File: src/rtl/mode_sequencer_if.sv
// Signal bundle between the mode button/strobe source and the mode sequencer.
// There is no valid/ready handshake: button is a raw level, sample_strobe is a one-cycle
// pulse, and every output is a registered level except mode_change, a one-cycle pulse.
interface mode_sequencer_if;
  logic       button;
  logic       sample_strobe;
  logic [1:0] mode;
  logic       mute;
  logic       mode_change;
  logic       busy;
  logic [1:0] dbg_state;

  modport master (
    output button, sample_strobe,
    input  mode, mute, mode_change, busy, dbg_state
  );

  modport slave (
    input  button, sample_strobe,
    output mode, mute, mode_change, busy, dbg_state
  );
endinterface

File: src/rtl/mode_sequencer.sv
// Debounces the front-panel mode key and advances the 2-bit mode register once per press,
// only inside a muted window aligned to audio sample strobes.
module mode_sequencer #(
  parameter int DEBOUNCE_CYCLES = 1000,
  parameter int MUTE_SAMPLES    = 4
) (
  input logic             clk,
  input logic             n_rst,
  mode_sequencer_if.slave bus
);

  typedef enum logic [1:0] {
    IDLE     = 2'd0,
    FADE_OUT = 2'd1,
    SWITCH   = 2'd2,
    FADE_IN  = 2'd3
  } state_t;

  localparam int DW = $clog2(DEBOUNCE_CYCLES);
  localparam int SW = (MUTE_SAMPLES > 1) ? $clog2(MUTE_SAMPLES) : 1;
  localparam logic [DW-1:0] DB_LAST  = DW'(DEBOUNCE_CYCLES - 1);
  localparam logic [SW-1:0] SMP_LAST = SW'(MUTE_SAMPLES - 1);

  logic [1:0]    sync_q;
  logic          btn_s;
  logic          db;
  logic          db_q;
  logic [DW-1:0] db_cnt;
  logic          press;

  state_t        state, state_n;
  logic [SW-1:0] smp_cnt, smp_cnt_n;
  logic          pending, pending_n;
  logic [1:0]    mode_q;
  logic          mute_q;
  logic          busy_q;
  logic          mode_change_q;

  assign btn_s = sync_q[1];
  assign press = db & ~db_q;

  // Two-flop synchronizer followed by a stability counter on the synchronized level.
  always_ff @(posedge clk or negedge n_rst) begin
    if (!n_rst) begin
      sync_q <= 2'b00;
      db     <= 1'b0;
      db_q   <= 1'b0;
      db_cnt <= '0;
    end else begin
      sync_q <= {sync_q[0], bus.button};
      db_q   <= db;
      if (btn_s == db) begin
        db_cnt <= '0;
      end else if (db_cnt == DB_LAST) begin
        db     <= btn_s;
        db_cnt <= '0;
      end else begin
        db_cnt <= db_cnt + 1'b1;
      end
    end
  end

  always_comb begin
    state_n   = state;
    smp_cnt_n = smp_cnt;
    pending_n = pending;
    case (state)
      IDLE: begin
        if (press || pending) begin
          state_n   = FADE_OUT;
          pending_n = 1'b0;
        end
      end
      FADE_OUT: begin
        if (bus.sample_strobe) begin
          if (smp_cnt == SMP_LAST) state_n = SWITCH;
          else                     smp_cnt_n = smp_cnt + 1'b1;
        end
      end
      SWITCH: state_n = FADE_IN;
      FADE_IN: begin
        if (bus.sample_strobe) begin
          if (smp_cnt == SMP_LAST) state_n = IDLE;
          else                     smp_cnt_n = smp_cnt + 1'b1;
        end
      end
      default: state_n = IDLE;
    endcase
    // A press while a fade is running (including its last cycle) is held for one more pass.
    if (state != IDLE && press) pending_n = 1'b1;
    if (state_n != state) smp_cnt_n = '0;
  end

  always_ff @(posedge clk or negedge n_rst) begin
    if (!n_rst) begin
      state         <= IDLE;
      smp_cnt       <= '0;
      pending       <= 1'b0;
      mode_q        <= 2'b00;
      mute_q        <= 1'b0;
      busy_q        <= 1'b0;
      mode_change_q <= 1'b0;
    end else begin
      state         <= state_n;
      smp_cnt       <= smp_cnt_n;
      pending       <= pending_n;
      mute_q        <= (state_n != IDLE);
      busy_q        <= (state_n != IDLE);
      mode_change_q <= (state == SWITCH);
      if (state == SWITCH) mode_q <= mode_q + 2'd1;
    end
  end

  assign bus.mode        = mode_q;
  assign bus.mute        = mute_q;
  assign bus.busy        = busy_q;
  assign bus.mode_change = mode_change_q;
  assign bus.dbg_state   = state;

endmodule
File: src/flat_wrapper.sv
// flat-port wrapper written by rule: the top's interface ports become plain ports
module mode_sequencer_flat 
#(
  parameter int DEBOUNCE_CYCLES = 1000,
  parameter int MUTE_SAMPLES    = 4
)
  (clk, n_rst, bus_button, bus_sample_strobe, bus_mode, bus_mute, bus_mode_change, bus_busy, bus_dbg_state);
  mode_sequencer_if bus_i ();
  input logic clk;
  input logic n_rst;
  input wire logic [$bits(bus_i.button)-1:0] bus_button;
  input wire logic [$bits(bus_i.sample_strobe)-1:0] bus_sample_strobe;
  output wire logic [$bits(bus_i.mode)-1:0] bus_mode;
  output wire logic [$bits(bus_i.mute)-1:0] bus_mute;
  output wire logic [$bits(bus_i.mode_change)-1:0] bus_mode_change;
  output wire logic [$bits(bus_i.busy)-1:0] bus_busy;
  output wire logic [$bits(bus_i.dbg_state)-1:0] bus_dbg_state;
  assign bus_i.button = bus_button;
  assign bus_i.sample_strobe = bus_sample_strobe;
  assign bus_mode = bus_i.mode;
  assign bus_mute = bus_i.mute;
  assign bus_mode_change = bus_i.mode_change;
  assign bus_busy = bus_i.busy;
  assign bus_dbg_state = bus_i.dbg_state;
  mode_sequencer #(.DEBOUNCE_CYCLES(DEBOUNCE_CYCLES), .MUTE_SAMPLES(MUTE_SAMPLES)) u_core (.clk(clk), .n_rst(n_rst), .bus(bus_i));
endmodule
File: config.mk
export PLATFORM = sky130hd
export DESIGN_NAME = mode_sequencer_flat
export DESIGN_NICKNAME = d
export VERILOG_FILES = /design/src/rtl/mode_sequencer_if.sv /design/src/rtl/mode_sequencer.sv /design/src/flat_wrapper.sv
export SDC_FILE = /design/constraint.sdc
export NUM_CORES = 1
export LEC_CHECK = 0
export BUFFER_PORTS_ARGS = -buffer_cell sky130_fd_sc_hd__buf_4
export CORE_UTILIZATION = 59
export DETAILED_ROUTE_END_ITERATION = 10
export PLACE_DENSITY = 0.8
export SYNTH_ARGS = -nofsm -noshare
export SYNTH_HDL_FRONTEND = slang
export SYNTH_SLANG_ARGS = --single-unit
File: constraint.sdc
create_clock -name clk -period 2.9 [get_ports clk]
set_clock_uncertainty 0.05 [all_clocks]
set_input_delay 0.145 -clock clk [delete_from_list [all_inputs] [get_ports clk]]
set_output_delay 0.145 -clock clk [all_outputs]
set_load 0.01 [all_outputs]
# [Yosys cells after proc, flatten, opt, wreduce, memory -nomap -nowiden]
# Index checks and enable logic that the tools add are counted.
# Widths: inputs -> output; s select.
[op_classes] addsub=3 n_reduce_logical=13 bitwise_logic=3 shift=0 mux=15 mul=0 eq_ne=8 n_div=0 n_lt_le_gt_ge=0
[ops] op="$mux 10" n=2
[ops] op="$mux 2" n=9
[ops] op="$reduce_bool 2->1" n=6
[ops] op="$add 10x1->10 const B" n=1
[ops] op="$eq 10x10->1 const B" n=1
[ops] op="$pmux 2 s4" n=1
[ops] op="$eq 2x2->1 const B" n=3
[ops] op="$add 2x1->2 const B" n=2
[ops] op="$reduce_and 2->1" n=2
[ops] op="$mux 1" n=3
[ops] op="$reduce_and 3->1" n=1
[ops] op="$eq 2x1->1 const B" n=1
[ops] op="$logic_not 2->1" n=1
[ops] op="$ne 2x2->1" n=1
[ops] op="$ne 2x2->1 const B" n=1
[ops] op="$not 1->1" n=2
[ops] op="$reduce_or 2->1" n=1
[ops] op="$and 1x1->1" n=1
[ops] op="$eq 1x1->1" n=1
[ops] op="$logic_and 1x1->1" n=1
[ops] op="$logic_or 1x1->1" n=1
[word_totals] wordCells=52 latch_bits=0 ff_bits=23 out_inout_bits=7 mem_count=0 mem_bits_rw=0 mem_bits_ro=0 input_bits=4

# [Logic depth before layout (Yosys ltp)]
# Gate-level depths: netlist of run 1.
[logic_depth] ltp_word=8 ltp_mapped=4

# [Least setup slack after synthesis of run 1]
# OpenSTA, ideal clock, no wires.
[synth_path] path_type="reg-to-reg" start="reg u_core.db_cnt[0]" end="reg u_core.db" stages_incl_launch_ff=5 setup_ns=0.125 path_buffers=0 path_slack_ns=1.439 period_less_slack_ns=1.461 arrival_time_ns=1.286 path_cell_list="dfrtp_1 > ha_1 > nand4bb_1 > nor3_1 > mux2_2"
[synth_via] elab_chain_cells=2
[synth_lines] element="start, declared" line_no="mode_sequencer.sv:28" rtl="logic [DW-1:0] db_cnt;"
[synth_lines] element="start signal, assigned" line_no="mode_sequencer.sv:58" rtl="db_cnt <= db_cnt + 1'b1;"
[synth_lines] element="$eq 10x10->1" line_no="mode_sequencer.sv:54" rtl="end else if (db_cnt == DB_LAST) begin"
[synth_lines] element="$reduce_and 2->1 (no line)"
[synth_lines] element="end signal, assigned" line_no="mode_sequencer.sv:55" rtl="db <= btn_s;"
[synth_lines] element="end, declared" line_no="mode_sequencer.sv:26" rtl="logic db;"
# Every way passes these cells.
# A chain may end at the register's enable or synchronous reset.

# [Final worst setup path of run 1]
# Same ends and word-level chain as after synthesis.

==> results.cfg, run 1 <==
[outcome]
status = complete, no violations

[clock_network]
insertion_delay_ns = 0.31
root_buffer = clkbuf_4
clk_path_buf_depth = 2
cts_tree = built
cts_buffers = 3
clkSinkCount = 23
post_cts_buffers = 0
clkTransAtPathRegs_ns = 0.12
h-tree-depth = 1

[routing]
avgViaCountPerCell = 5.91
dr.pass1.iters = 4
drt_iter0_markers = 18
wire_per_inst_um = 13.6
antenna_left = 0
wl_um = 1600
drc = 0
num_vias = 691

[logic_synthesis]
synthTopCellsByArea = dfrtp_1 58%, xor2_1 4.4%, nor2_1 3.4%
yosysTopAreaCell = dfrtp_1
ys_ff_latch = 23
synth_nets = 92
yosysSeqAreaShare = 0.576
synth.distinct_cells = 29
netlist_area_sq_um = 998
synth.avg_cell_area_sq_um = 11.6
yosys_warnings = 0
synth_top_area_frac = 0.576
syn_inst = 86

[critical_path]
rr_endpoint = u_core.db
cp.arrival_ns = 1.78
path_delay_family = simple AND/OR/NAND/NOR gates
r2r_slack_ns = 1.28
max_stage_delay_ns = 0.39
path_cells = ha_1 -> nand4bb_1 -> nor3_1 -> mux2_2
critPathSlowestCell = dfrtp_1
reg2reg_from = u_core.db_cnt[0]
required_ns = 3.06
crit_fanout = 4
crit_type = reg2reg
critical_path_buf_inv_count = 0
r2r_cells = 4
end_kind = flop
cp-start-kind = flop

[hold_path]
min_from = bus_sample_strobe
hold_depth = 3
hold_class = in2reg
hold_end = u_core.bus.dbg_state[0]

[global_route]
grt_max_degree = 24
grt_pass1_wl_um = 2640
grt_pass1_vias = 663
grt_remaining_overflow = 0
grt_antenna_before_repair = 0
grt_usage = 0.188

[timing]
worst_slew_pin_slew_ns = 0.560
layout_setup_ws_ns = 1.28
fmax_mhz = 618
slew_violations = 0
min_period_ns = 1.62
tns_ns = 0
rsz0062_at_grt = false
final_hold_viol_count = 0
min_period_over_period = 0.558
max-slew-margin-rel = 0.626
setup_viol = 0

[floorplanning]
start_util = 0.648
row_count = 14
coreArea_sq_um = 1540
die_h_um = 43.1
io-pin-count = 11
dieArea_sq_um = 1860
die_x_um = 43.1

[power_and_ir_drop]
leakagePower_nw = 0.511
powerDensity_nw_per_um2 = 706
peakVddDrop_uv = 469

[placed_design]
place_area_sq_um = 1090
hpwl_um = 1150
place_ws_ns = 1.30
dpl.cell_count = 111
io_buffers = 10
gp_congestion = 0.767

[finish]
antenna_cells = 0
area_growth_pct = 13.5
postLayoutCoreUtil = 0.735
layout-drive-gt1-share = 0.188
instances_no_fill = 117
design_area_sq_um = 1130
finalNetCount = 108

[run]
drv_cap = 0
[stage by stage]
stage	power, W	hold slack [ns]
3_5_place_dp	0.000656	0.000472
3_3_place_gp	0.000646	-0.00354
6_report	0.000800	0.169
2_1_floorplan	0.000560	-0.201
5_1_grt	0.000840	0.181
4_1_cts	0.000807	0.163
[cell families after synthesis]
family	share of synthesized area
simple gates	0.168
flops	0.576
compound gates	0.115
xor+xnor	0.0702
buf+inv	0.0226
mux	0.0226
fa+ha+maj	0.0251
[cell type report]
| cell class | instances | area, sq um |
|---|---|---|
| flip-flops and latches | 23 | 576 |
| fillers | 104 | 408 |
| multi-input cells | 58 | 400 |
| repair buffers | 12 | 95.1 |
| clock buffers | 3 | 22.5 |
| well taps | 16 | 20.0 |
| inverters | 4 | 15.0 |
| clock inverters | 1 | 5.00 |
[cell usage in the layout, fill, tap and decap left out, types with 2 or more instances in the layout]
cell type,n
mux2_2,2
or4_1,2
xor2_1,5
dlygate4sd3_1,2
or3_1,3
nand3_1,3
o211ai_1,2
ha_1,2
dfrtp_1,23
xnor2_1,3
o21ai_0,2
inv_1,4
nand2_1,5
clkbuf_4,3
buf_4,10
a21oi_1,5
nor2_1,9
a31oi_1,2
[worst max-delay path by stage]
stage                                 from  depth (start not counted)         to
final                     u_core.db_cnt[0]                          4  u_core.db
after global routing      u_core.db_cnt[0]                          4  u_core.db
after CTS                 u_core.db_cnt[0]                          4  u_core.db
after detailed placement  u_core.db_cnt[0]                          4  u_core.db
after global placement    u_core.db_cnt[0]                          4  u_core.db
after floorplan           u_core.db_cnt[0]                          4  u_core.db
[per-layer routing]
layer,GRT usage,part of all wire,vias to the layer above
li1,-,-,338
met1,0.238,0.48,336
met2,0.322,0.48,15
met3,0.0255,0.033,2
met4,0.0727,0.011,0
met5,0,0,-
[state kept, by name, summed over array words and instances, names as in the netlist, 2 cells and up]
name                  flops
u_core.bus.dbg_state      2
u_core.bus.mode           2
u_core.db_cnt            10
u_core.smp_cnt            2
u_core.sync_q             2
[power by group]
group	internal, W	total (W)	switching (W)
clock network	0.0000516	0.000148	0.0000967
registers	0.000378	0.000438	0.0000602
logic	0.000121	0.000214	0.0000923
[worst min-delay path: cells and delay by family]
| family | cells | cell delay (ns) |
|---|---|---|
| buffers and inverters | 1 | 0.10 |
| and+or+nand+nor | 2 | 0.26 |
[synth_stat cells]
master	count
nor3_1	1
o211ai_1	2
and3_1	1
a22o_1	1
inv_1	4
or3_1	3
nor2b_1	1
buf_4	1
xor2_1	5
nand2_1	5
a2111oi_2	1
o31ai_2	1
dfrtp_1	23
nand4bb_1	1
a21oi_1	5
o31ai_1	1
a31oi_1	2
xnor2_1	3
mux2_2	2
nor2_1	9
and4b_1	1
nand4_1	1
o21ai_0	2
nand4_2	1
and3b_1	1
ha_1	2
nand3_1	3
a211o_1	1
or4_1	2
[timing repair]
action | 4_1_cts | 5_1_grt
gates resized for setup | 0 | 0
hold buffers | 2 | 0
endpoints found under the hold margin | 24 | 0
(Power assumes the default switching activity.)
==> inputs of run 2 (changes only) <==
- CORE_UTILIZATION: 59 -> 55
- PLACE_DENSITY: 0.8 -> 0.76
- clock period: 2.9 -> 1.5 ns (I/O delays scaled with it)
==> results.cfg, run 2 (same netlist as run 1, synthesis figures left out) <==
[timing]
final_hold_viol_count = 0
worst_slew_pin_slew_ns = 0.514
fmax_mhz = 688
tns_ns = 0
max-slew-margin-rel = 0.657
min_period_over_period = 0.969
hold_ws_ns = 0.101
setup_viol = 0
min_period_ns = 1.45
slew_violations = 0
layout_setup_ws_ns = 0.0468
rsz0062_at_grt = true

[hold_path]
hold_class = in2reg

[power_and_ir_drop]
leakagePower_nw = 0.540
powerDensity_nw_per_um2 = 1270
peakVddDrop_uv = 1030
power.total_w = 0.00154

[critical_path]
crit_type = reg2reg
end_kind = flop
cp.arrival_ns = 1.60
required_ns = 1.65
crit_fanout = 3
r2r_slack_ns = 0.05
cp-start-kind = flop

[clock_network]
insertion_delay_ns = 0.30
clk_path_buf_depth = 2
clkTransAtPathRegs_ns = 0.12
cts_buffers = 3
clkSinkCount = 23
root_buffer = clkbuf_4
h-tree-depth = 1
cts_tree = built

[routing]
drc = 0
drt_iter0_markers = 9
avgViaCountPerCell = 5.47
num_vias = 717
antenna_left = 0
dr.pass1.iters = 4
wl_um = 1790
wire_per_inst_um = 13.6

[finish]
fillers = 131
area_growth_pct = 21.6
largest_register = u_core.db_cnt
design_area_sq_um = 1210
largest_reg_flops = 10
antenna_cells = 0
layout_common_cells = 22 x dfrtp_1, 15 x buf_4, 9 x nor2_1, 5 x xor2_1, 5 x a21oi_1
finalNetCount = 113
final_common_cell = dfrtp_1
layout-drive-gt1-share = 0.283

[global_route]
grt_pass1_vias = 666
grt_pass1_wl_um = 2820
grt_usage = 0.200
grt_use_met2 = 0.371
use_met1 = 0.226
grt_max_degree = 24
grt_remaining_overflow = 0
grt_busiest_layer = met2
grt_use_met3 = 0.0367
grt_antenna_before_repair = 0

[outcome]
status = complete, no violations

[floorplanning]
die_x_um = 44.6
start_util = 0.585
dieArea_sq_um = 1990
die_h_um = 44.6
io-pin-count = 11
coreArea_sq_um = 1710
row_count = 15

[placed_design]
io_buffers = 10
gp_congestion = 0.817
place_ws_ns = 0.0137
place_area_sq_um = 1130
hpwl_um = 1290

[run]
drv_cap = 0
run 2: worst paths after layout:
kind                                   startpoint            endpoint  cells after the start
worst max-delay path             u_core.db_cnt[0]           u_core.db                      4
worst min-delay path            bus_sample_strobe   u_core.smp_cnt[0]                      3
worst max register to register   u_core.db_cnt[0]           u_core.db                      4
worst min register to register   u_core.sync_q[0]    u_core.sync_q[1]                      0
max in group asynchronous                   n_rst    u_core.db_cnt[5]                      2
min in group asynchronous                   n_rst  u_core.bus.mode[0]                      2
run 2: what timing repair did:
item / CTS / global route
setup endpoints to repair: 0 / 7
buffers inserted: 0 / 1
hold buffers: 2 / 0
endpoints found under the hold margin: 24 / 0
gates resized for setup: 0 / 7
run 2: critical path, stage by stage, from the launching register on:
cell	delay, ns
dfrtp_1	0.41
ha_2	0.21
nand4bb_1	0.18
nor3_2	0.16
mux2_2	0.34
run 2: metrics by stage:
step / utilization / cells
floorplan: - / 86
global placement: 0.660 / 124
detailed placement: 0.660 / 124
CTS: 0.688 / 130
global route: 0.711 / 131
finish: 0.711 / 131
run 2: per-layer routing:
layer	up-vias	routed length [um]
met2	9	1010
li1	346	-
met5	-	0
met1	360	725
met3	2	36
met4	0	12
run 2: area by class of cell:
| cell class | count | area, sq um | share of cell area |
|---|---|---|---|
| clock buffers | 3 | 22.5 | 0.0186 |
| well taps | 25 | 31.3 | 0.0258 |
| repair buffers | 17 | 133 | 0.109 |
| clock inverters | 1 | 5.00 | 0.00412 |
| flip-flops and latches | 23 | 577 | 0.475 |
| multi-input cells | 58 | 430 | 0.355 |
| inverters | 4 | 15.0 | 0.0124 |
run 2: power breakdown:
part           leakage (nW)  internal (W)  switching [W]
registers             0.294      0.000731       0.000122
clock network        0.0177     0.0000993       0.000169
logic                 0.228      0.000239       0.000181
